`config.mk`:
```
export PLATFORM = sky130hd
export DESIGN_NAME = lcm_from_gcd
export DESIGN_NICKNAME = d
export VERILOG_FILES = /design/src/rtl/lcm_from_gcd.sv
export SDC_FILE = /design/constraint.sdc
export NUM_CORES = 1
export LEC_CHECK = 0
export ABC_AREA = 1
export CORE_MARGIN = 4
export CORE_UTILIZATION = 40
export CTS_CLUSTER_SIZE = 28
export DETAILED_ROUTE_END_ITERATION = 8
export GPL_TIMING_DRIVEN = 0
export HOLD_SLACK_MARGIN = 0.02
export PLACE_DENSITY_LB_ADDON = 0.05
export REMOVE_ABC_BUFFERS = 1
export SYNTH_ARGS = -nofsm -noshare
export SYNTH_HDL_FRONTEND = slang
export SYNTH_SLANG_ARGS = --single-unit
export TNS_END_PERCENT = 10
```
`constraint.sdc`:
```
create_clock -name clk -period 4 [get_ports clk]
set_clock_uncertainty 0.1 [all_clocks]
set_input_delay 1.2 -clock clk [delete_from_list [all_inputs] [get_ports clk]]
set_output_delay 1.2 -clock clk [all_outputs]
set_load 0.02 [all_outputs]
```
`src/rtl/lcm_from_gcd.sv`:
```
`timescale 1ns/1ps
`default_nettype none
// ============================================================================
// Module   : lcm_from_gcd
// Purpose  : Least common multiple from an operand pair and its GCD.
//            LCM = (P / R) * Q, computed with a restoring shift-subtract
//            divider (one quotient bit per clock, MSB first) followed by a
//            shift-add multiplier (one multiplier bit per clock, LSB first).
//            Sits downstream of the Stein GCD stage with valid/ready on
//            both sides.
// Ports    : clk        - rising-edge clock
//            rst        - asynchronous reset, active LOW
//            in_valid   - operand triple {p, q, gcd} valid
//            in_ready   - block is idle and can take a triple
//            p, q       - operands as fed to the GCD stage (W bits)
//            gcd        - GCD(p, q) from the GCD stage (W bits)
//            out_valid  - lcm/err valid, held until out_ready
//            out_ready  - sink accepts the result
//            lcm        - least common multiple (2*W bits)
//            err        - inconsistent triple (gcd==0 with nonzero operands,
//                         or gcd does not divide p)
// Options  : define LCM_CHECK_Q_EN to add a second division pass (QCHK) that
//            also requires gcd to divide q; normal-path latency grows from
//            2W+1 to 3W+1 edges.
// Revision : 1.0 - initial release
// ============================================================================
module lcm_from_gcd #(
   parameter int W = 8
) (
   input  logic           clk,
   input  logic           rst,
   input  logic           in_valid,
   output logic           in_ready,
   input  logic [W-1:0]   p,
   input  logic [W-1:0]   q,
   input  logic [W-1:0]   gcd,
   output logic           out_valid,
   input  logic           out_ready,
   output logic [2*W-1:0] lcm,
   output logic           err
);

   localparam int            CW       = (W > 1) ? $clog2(W) : 1;
   localparam logic [CW-1:0] CNT_LAST = CW'(W - 1);

   typedef enum logic [2:0] {
      S_IDLE = 3'd0,
      S_DIV  = 3'd1,
`ifdef LCM_CHECK_Q_EN
      S_QCHK = 3'd2,
`endif
      S_MUL  = 3'd3,
      S_DONE = 3'd4
   } state_t;

   // ---------------------------------------------------------------------
   // State
   // ---------------------------------------------------------------------
   state_t           state_q,     state_d;
   logic [CW-1:0]    cnt_q,       cnt_d;        // iteration counter
   logic [W-1:0]     q_q,         q_d;          // latched operand Q
   logic [W-1:0]     g_q,         g_d;          // latched divisor (gcd)
   logic [W-1:0]     dvd_q,       dvd_d;        // dividend in, quotient out
   logic [W-1:0]     rem_q,       rem_d;        // partial remainder
   logic [W-1:0]     mpl_q,       mpl_d;        // multiplier (quotient)
   logic [2*W-1:0]   mcd_q,       mcd_d;        // multiplicand (Q), shifts up
   logic [2*W-1:0]   acc_q,       acc_d;        // product accumulator
   logic             in_ready_q,  in_ready_d;
   logic             out_valid_q, out_valid_d;
   logic [2*W-1:0]   lcm_q,       lcm_d;
   logic             err_q,       err_d;

   // ---------------------------------------------------------------------
   // One restoring-division step and one shift-add step
   // ---------------------------------------------------------------------
   logic [W:0]       rem_sh;     // remainder with next dividend bit shifted in
   logic             sub_ok;     // divisor fits: quotient bit is 1
   logic [W-1:0]     rem_nx;
   logic [W-1:0]     dvd_nx;
   logic [2*W-1:0]   acc_nx;
   logic             cnt_last;

   always_comb begin
      rem_sh   = {rem_q, dvd_q[W-1]};
      sub_ok   = (rem_sh >= {1'b0, g_q});
      // After a successful subtract the remainder is below the divisor,
      // so it always fits back into W bits.
      rem_nx   = W'(sub_ok ? (rem_sh - {1'b0, g_q}) : rem_sh);
      // Dividend bits leave at the top while quotient bits enter at the
      // bottom; after W steps dvd holds the quotient.
      dvd_nx   = {dvd_q[W-2:0], sub_ok};
      acc_nx   = mpl_q[0] ? (acc_q + mcd_q) : acc_q;
      cnt_last = (cnt_q == CNT_LAST);
   end

   // ---------------------------------------------------------------------
   // Next-state logic
   // ---------------------------------------------------------------------
   always_comb begin
      state_d = state_q;
      cnt_d   = cnt_q;
      q_d     = q_q;
      g_d     = g_q;
      dvd_d   = dvd_q;
      rem_d   = rem_q;
      mpl_d   = mpl_q;
      mcd_d   = mcd_q;
      acc_d   = acc_q;
      lcm_d   = lcm_q;
      err_d   = err_q;

      case (state_q)
         S_IDLE: begin
            if (in_valid) begin
               q_d   = q;
               g_d   = gcd;
               dvd_d = p;
               rem_d = '0;
               cnt_d = '0;
               acc_d = '0;
               if ((p == '0) || (q == '0)) begin
                  // LCM with a zero operand is zero; gcd is irrelevant.
                  state_d = S_DONE;
                  lcm_d   = '0;
                  err_d   = 1'b0;
               end else if (gcd == '0) begin
                  state_d = S_DONE;
                  lcm_d   = '0;
                  err_d   = 1'b1;
               end else begin
                  state_d = S_DIV;
               end
            end
         end

         S_DIV: begin
            rem_d = rem_nx;
            dvd_d = dvd_nx;
            cnt_d = cnt_q + CW'(1);
            if (cnt_last) begin
               cnt_d = '0;
               if (rem_nx != '0) begin
                  state_d = S_DONE;
                  lcm_d   = '0;
                  err_d   = 1'b1;
               end else begin
                  // Park the quotient in the multiplier before the divider
                  // registers are (optionally) reused for the Q check.
                  mpl_d = dvd_nx;
                  mcd_d = {{W{1'b0}}, q_q};
                  acc_d = '0;
`ifdef LCM_CHECK_Q_EN
                  state_d = S_QCHK;
                  dvd_d   = q_q;
                  rem_d   = '0;
`else
                  state_d = S_MUL;
`endif
               end
            end
         end

`ifdef LCM_CHECK_Q_EN
         S_QCHK: begin
            // Only the remainder of q / gcd matters here.
            rem_d = rem_nx;
            dvd_d = dvd_nx;
            cnt_d = cnt_q + CW'(1);
            if (cnt_last) begin
               cnt_d = '0;
               if (rem_nx != '0) begin
                  state_d = S_DONE;
                  lcm_d   = '0;
                  err_d   = 1'b1;
               end else begin
                  state_d = S_MUL;
               end
            end
         end
`endif

         S_MUL: begin
            acc_d = acc_nx;
            mcd_d = mcd_q << 1;
            mpl_d = mpl_q >> 1;
            cnt_d = cnt_q + CW'(1);
            if (cnt_last) begin
               // (2^W-1)^2 < 2^(2W): the accumulator cannot overflow.
               cnt_d   = '0;
               state_d = S_DONE;
               lcm_d   = acc_nx;
               err_d   = 1'b0;
            end
         end

         S_DONE: begin
            // lcm/err are untouched here, so they stay stable under
            // backpressure and keep their value through IDLE afterwards.
            if (out_ready) begin
               state_d = S_IDLE;
            end
         end

         default: begin
            state_d = S_IDLE;
         end
      endcase

      // Handshake flags are registered copies of the next state.
      in_ready_d  = (state_d == S_IDLE);
      out_valid_d = (state_d == S_DONE);
   end

   // ---------------------------------------------------------------------
   // Registers
   // ---------------------------------------------------------------------
   always_ff @(posedge clk or negedge rst) begin
      if (!rst) begin
         state_q     <= S_IDLE;
         cnt_q       <= '0;
         q_q         <= '0;
         g_q         <= '0;
         dvd_q       <= '0;
         rem_q       <= '0;
         mpl_q       <= '0;
         mcd_q       <= '0;
         acc_q       <= '0;
         in_ready_q  <= 1'b1;
         out_valid_q <= 1'b0;
         lcm_q       <= '0;
         err_q       <= 1'b0;
      end else begin
         state_q     <= state_d;
         cnt_q       <= cnt_d;
         q_q         <= q_d;
         g_q         <= g_d;
         dvd_q       <= dvd_d;
         rem_q       <= rem_d;
         mpl_q       <= mpl_d;
         mcd_q       <= mcd_d;
         acc_q       <= acc_d;
         in_ready_q  <= in_ready_d;
         out_valid_q <= out_valid_d;
         lcm_q       <= lcm_d;
         err_q       <= err_d;
      end
   end

   assign in_ready  = in_ready_q;
   assign out_valid = out_valid_q;
   assign lcm       = lcm_q;
   assign err       = err_q;

endmodule
`default_nettype wire

```
## Word-level counts from Yosys, hierarchy flattened

Cells that the tools add are included.

- Bits in registers: 97
- Word-level logic and storage cells: 87

- $add $sub $neg: 3
- $lt $le $gt $ge: 1
- Eq/ne operators: 11
- Mux-type cells: 41
- Reductions and logical operators: 18

Operator list:

| kind | number |
|---|---|
| 16-bit 2-to-1 mux | 12 |
| 16-bit case mux with 3 select lines | 2 |
| 8-bit case mux with 2 select lines | 3 |
| 8-bit 2-to-1 mux | 5 |
| 16-bit case mux with 2 select lines | 1 |
| 3-bit 2-to-1 mux | 9 |
| 8-bit logical NOT | 3 |
| 16-bit adder | 1 |
| 3-bit case mux with 4 select lines | 1 |
| 2-bit inequality test (second input constant) | 5 |
| 3-bit == test (second input constant) | 3 |
| 9-bit by 8-bit greater-or-equal comparator with 1-bit output | 1 |
| 8-bit nonzero test | 1 |
| 8-bit subtractor | 1 |
| 3-bit logical NOT | 2 |
| 1-bit 2-to-1 mux | 6 |
| 3-bit case mux with 2 select lines | 1 |
| 2-bit AND reduction | 3 |
| 6-bit AND reduction | 1 |
| 2-bit nonzero test | 3 |
| 4-bit AND reduction | 1 |
| 3-bit by 1-bit adder with 3-bit output (second input constant) | 1 |
| 3-bit by 1-bit == test with 1-bit output (second input constant) | 1 |
| 3-bit by 2-bit == test with 1-bit output (second input constant) | 1 |
| other kinds (6) | 6 |

## Longest topological paths before layout

- Depth after elaboration: 7
- Depth in mapped cells: 20
- Gate-level depth less buffers: 19

## Worst setup path after synthesis

No wires, ideal clock.

- Path kind: input port to flip-flop
- Start: in q[1]
- End: reg err_q (netlist: err)
- Library setup time: 0.066 ns
- Arrival time: 2.395 ns
- Setup slack: 1.439 ns
- Stages on the path: 9
- Path buffers: 1
- Cells stage by stage: nor4_1 -> nand2_1 -> o21ai_0 -> a21o_1 -> o21ai_0 -> inv_2 -> buf_1 -> nand3_1 -> nand2_1

- Word-level cells in the longest chain between the ends: 5

RTL lines:

| what | RTL line | source |
|---|---|---|
| start: declaration | 35 | `input logic [W-1:0] q,` |
| 8-bit logical NOT * | 121 | `if ((p == '0) \|\| (q == '0)) begin` |
| 1-bit logical OR * | 121 |  |
| 1-bit 2-to-1 mux | 121 |  |
| 1-bit 2-to-1 mux | 114 | `if (in_valid) begin` |
| 1-bit case mux with 3 select lines | 112 | `case (state_q)` |
| end signal: assignment | 245 | `err_q <= err_d;` |
| end: declaration | 71 | `logic err_q, err_d;` |

Every way passes the cells marked *; elsewhere a longest branch is shown, timed or not. The select of a mux whose other input is x is not followed.
A chain may end at the register's enable or synchronous reset.

## Final worst setup path

- Start: in in_valid
- End: reg rem_q[0]

- Word-level cells in the longest chain between the ends: 2

RTL lines:

| what | RTL line | source |
|---|---|---|
| start: declaration | 32 | `input logic in_valid,` |
| 2-bit inequality test (no source line) | - |  |
| 2-bit AND reduction (no source line) | - |  |
| end signal: assignment | 238 | `rem_q <= rem_d;` |
| end: declaration | 64 | `logic [W-1:0] rem_q, rem_d;` |

Every way passes these cells.

==> metrics.csv <==
metric;value;unit
Final Max Slew Viols;0;
Nets;857;
Placer Congestion;0.882;
Hold Path Class;reg -> reg;
vias per inst;5.02;
Die Span Y;128;microns
DR vias;4949;
post-synthesis xor/xnor area fraction;1.67;%
CTS max path bufs;2;
Core Area;14000;sq um
Crit-path slowest cell;inv_1;
final hold vios;0;
mux cell area share after synthesis;0;%
Crit Path Max Fanout;31;
ys flop type;dfrtp_1;
Power Total;4.31;mW
top cell family by delay on the critical path;buffers and inverters;
Synth cell types;39;
post-layout min period;3.65;ns
gr usage total;18.2;%
Slew headroom;33.1;%
register bit total from synthesis;97;
crit end category;register;
area fraction in compound gates after synthesis;8.31;%
Avg Cell Area, Syn;7.50;sq um
cell area after synthesis;5760;sq um
Cells after Synth;769;
PortBufs;46;
Post-DRT Antenna Nets;0;
Leak Pwr;3.45;nW
DRT iter0 DRCs;206;
TritonCTS buffer count;9;
Crit path required time;4.15;ns
Resized Gates After CTS;0;
die area;16400;sq um
critical-path cell list;clkdlybuf4s50_1 > nand2_1 > inv_1 > nor2_1 > inv_1 > o22ai_1;
reg-to-reg slack, setup;0.52;ns
critical path class;in -> reg;
Max IR drop VDD;0.429;mV
ant diodes;0;
DP HPWL;10.2;mm
CTS tree;yes;
Initial DRT Pass Iterations;5;
final worst slack;0.347;ns
yosys warns;0;
pwr dens;648;nW/um^2
CP startpoint kind;input pin;
RSZ-0062 raised after global routing;false;
drt wl/cell;14.3;microns
I/O pin total;47;
initial antenna violation count;0;
most frequent CP cell;inv_1;
placed cell areas;6350;sq um
share of layout cells above drive strength 1;6.82;%
largest net degree at the start of global routing;70;
status;finished, final reports clean;
Final Util;47.6;%
number of setup violations in the final report;0;
commonest cells after routing, fill and taps aside;nand2_1 (274), dfrtp_1 (96), inv_1 (71), nand3_1 (60), nor2_1 (56);
first-pass GRT wire length;24.0;mm
postcts setup bufs;0;
Synth Area in Adders;6.12;%
Starting Density;41.2;%
Fmax;274;MHz
GRT overflow;0;
DRC viols;0;
Final period util;91.3;%
Post-synth EDFFs;0;
clock latency on the worst-skew pair;0.35;ns
Fin Setup TNS;0;ns
root buf cell;clkbuf_16;
# hold bufs at CTS;0;
worst path bufs/invs;3;
WP data arrival;3.80;ns
clock transition at the registers of the reported paths;0.07;ns
Max stage delay on crit path;0.62;ns
Least-Margin Pin Slew;1.00;ns
htree depth;3;
Sinks on Clock Net;97;
most common cell after layout, fill and taps aside;nand2_1;
sequential fraction of the synthesis area;42.1;%
area delta synth->final;15.5;%
Synth Area in Simple Gates;34.4;%
WL final;14.1;mm
Post-Layout Inst Area;6660;sq um
asr flop ratio synth;100;%
DP Worst Slack;-0.0906;ns
die width;128;microns
Core Rows;43;
largest family of logic cells by synthesized area;simple AND/OR/NAND/NOR gates;
number of global-route vias before repair;4927;
max-cap viol count;0;
[sequential cells by signal (all words and copies together) (netlist names)]
signal,flops
err,1
mpl_q,8
q_q,8
state_q,3
dvd_q,8
lcm,16
out_valid,1
cnt_q,3
acc_q,16
rem_q,8
mcd_q,16
g_q,8
in_ready,1
[final cells by class]
type                            instances  area [sq um]
Tap cell                              180           225
Clock buffer                           12           246
Multi-Input combinational cell        571          2910
Fill cell                            1436          7330
Clock inverter                          3          65.1
Sequential cell                        97          2430
Timing Repair Buffer                   48           500
Inverter                               75           282
[through the flow]
stage                     cells  hold WS [ns]
after global routing        986         0.389
after detailed placement    971         0.362
after CTS                   986         0.378
final                       986         0.373
after floorplan             743         0.349
after global placement      969         0.355
[worst reg2reg max path, stage by stage (launching register included)]
cell	delay [ns]
dfrtp_1	0.39
nor2_1	0.23
inv_1	0.18
nor2_1	0.79
inv_1	0.42
nor2_1	0.42
nand3_4	0.35
nand2_2	0.37
nand2_1	0.10
nand2_1	0.07
[path summary, 6_finish.rpt]
| path | start | endpoint | cells past startpoint |
|---|---|---|---|
| max reg2reg | state_q[2] | mcd_q[3] | 9 |
| min | lcm[5] | lcm[5] | 2 |
| min in group asynchronous | rst | lcm[11] | 1 |
| max | in_valid | rem_q[0] | 6 |
| min reg2reg | lcm[5] | lcm[5] | 2 |
| max in group asynchronous | rst | in_ready | 2 |
[kinds of logic (layout without fill, tap and decap cells)]
logic type,count (synthesis),after routing
AO/OA/AOI/OAI,84,84
buffers and inverters,101,138
flip-flops,97,97
adder cells (fa/ha/maj),27,27
XOR/XNOR,11,11
AND/OR/NAND/NOR,449,449
[per-layer routing]
metal | share of wire (%) | global-route usage, %
met1 | 45 | 22.8
met2 | 51 | 32.0
met3 | 2.9 | 3.08
met4 | 1.4 | 5.62
met5 | 0 | 0
[cell usage after synthesis (2+ instances only)]
library cell / instances / area share (%)
nand2_1: 274 / 18
dfrtp_1: 96 / 42
inv_1: 72 / 4.7
nand3_1: 60 / 5.2
nor2_1: 57 / 3.7
o21ai_0: 42 / 3.6
ha_1: 25 / 5.4
nand2_2: 20 / 2.2
a21oi_1: 19 / 1.6
nand3b_1: 16 / 2.1
clkbuf_1: 15 / 0.98
xor2_1: 7 / 1.1
a22oi_1: 6 / 0.78
nand4_1: 6 / 0.65
nor4_1: 5 / 0.54
buf_2: 4 / 0.35
nor2_4: 4 / 0.78
o22ai_1: 4 / 0.43
xnor2_1: 4 / 0.61
buf_1: 3 / 0.20
inv_2: 3 / 0.20
o21bai_1: 3 / 0.39
a21o_1: 2 / 0.26
a31o_2: 2 / 0.30
buf_6: 2 / 0.39
fa_1: 2 / 0.69
nand2_4: 2 / 0.39
nand3_4: 2 / 0.61
o221ai_1: 2 / 0.30
[report_power, final]
part,leakage [nW],total [mW],internal (mW),switching (mW)
Clock,0.153,0.926,0.561,0.365
Combinational,2.01,2.00,0.697,1.30
Sequential,1.28,1.39,1.23,0.162
Total,3.45,4.31,2.49,1.83
(Power assumes the default switching activity.)
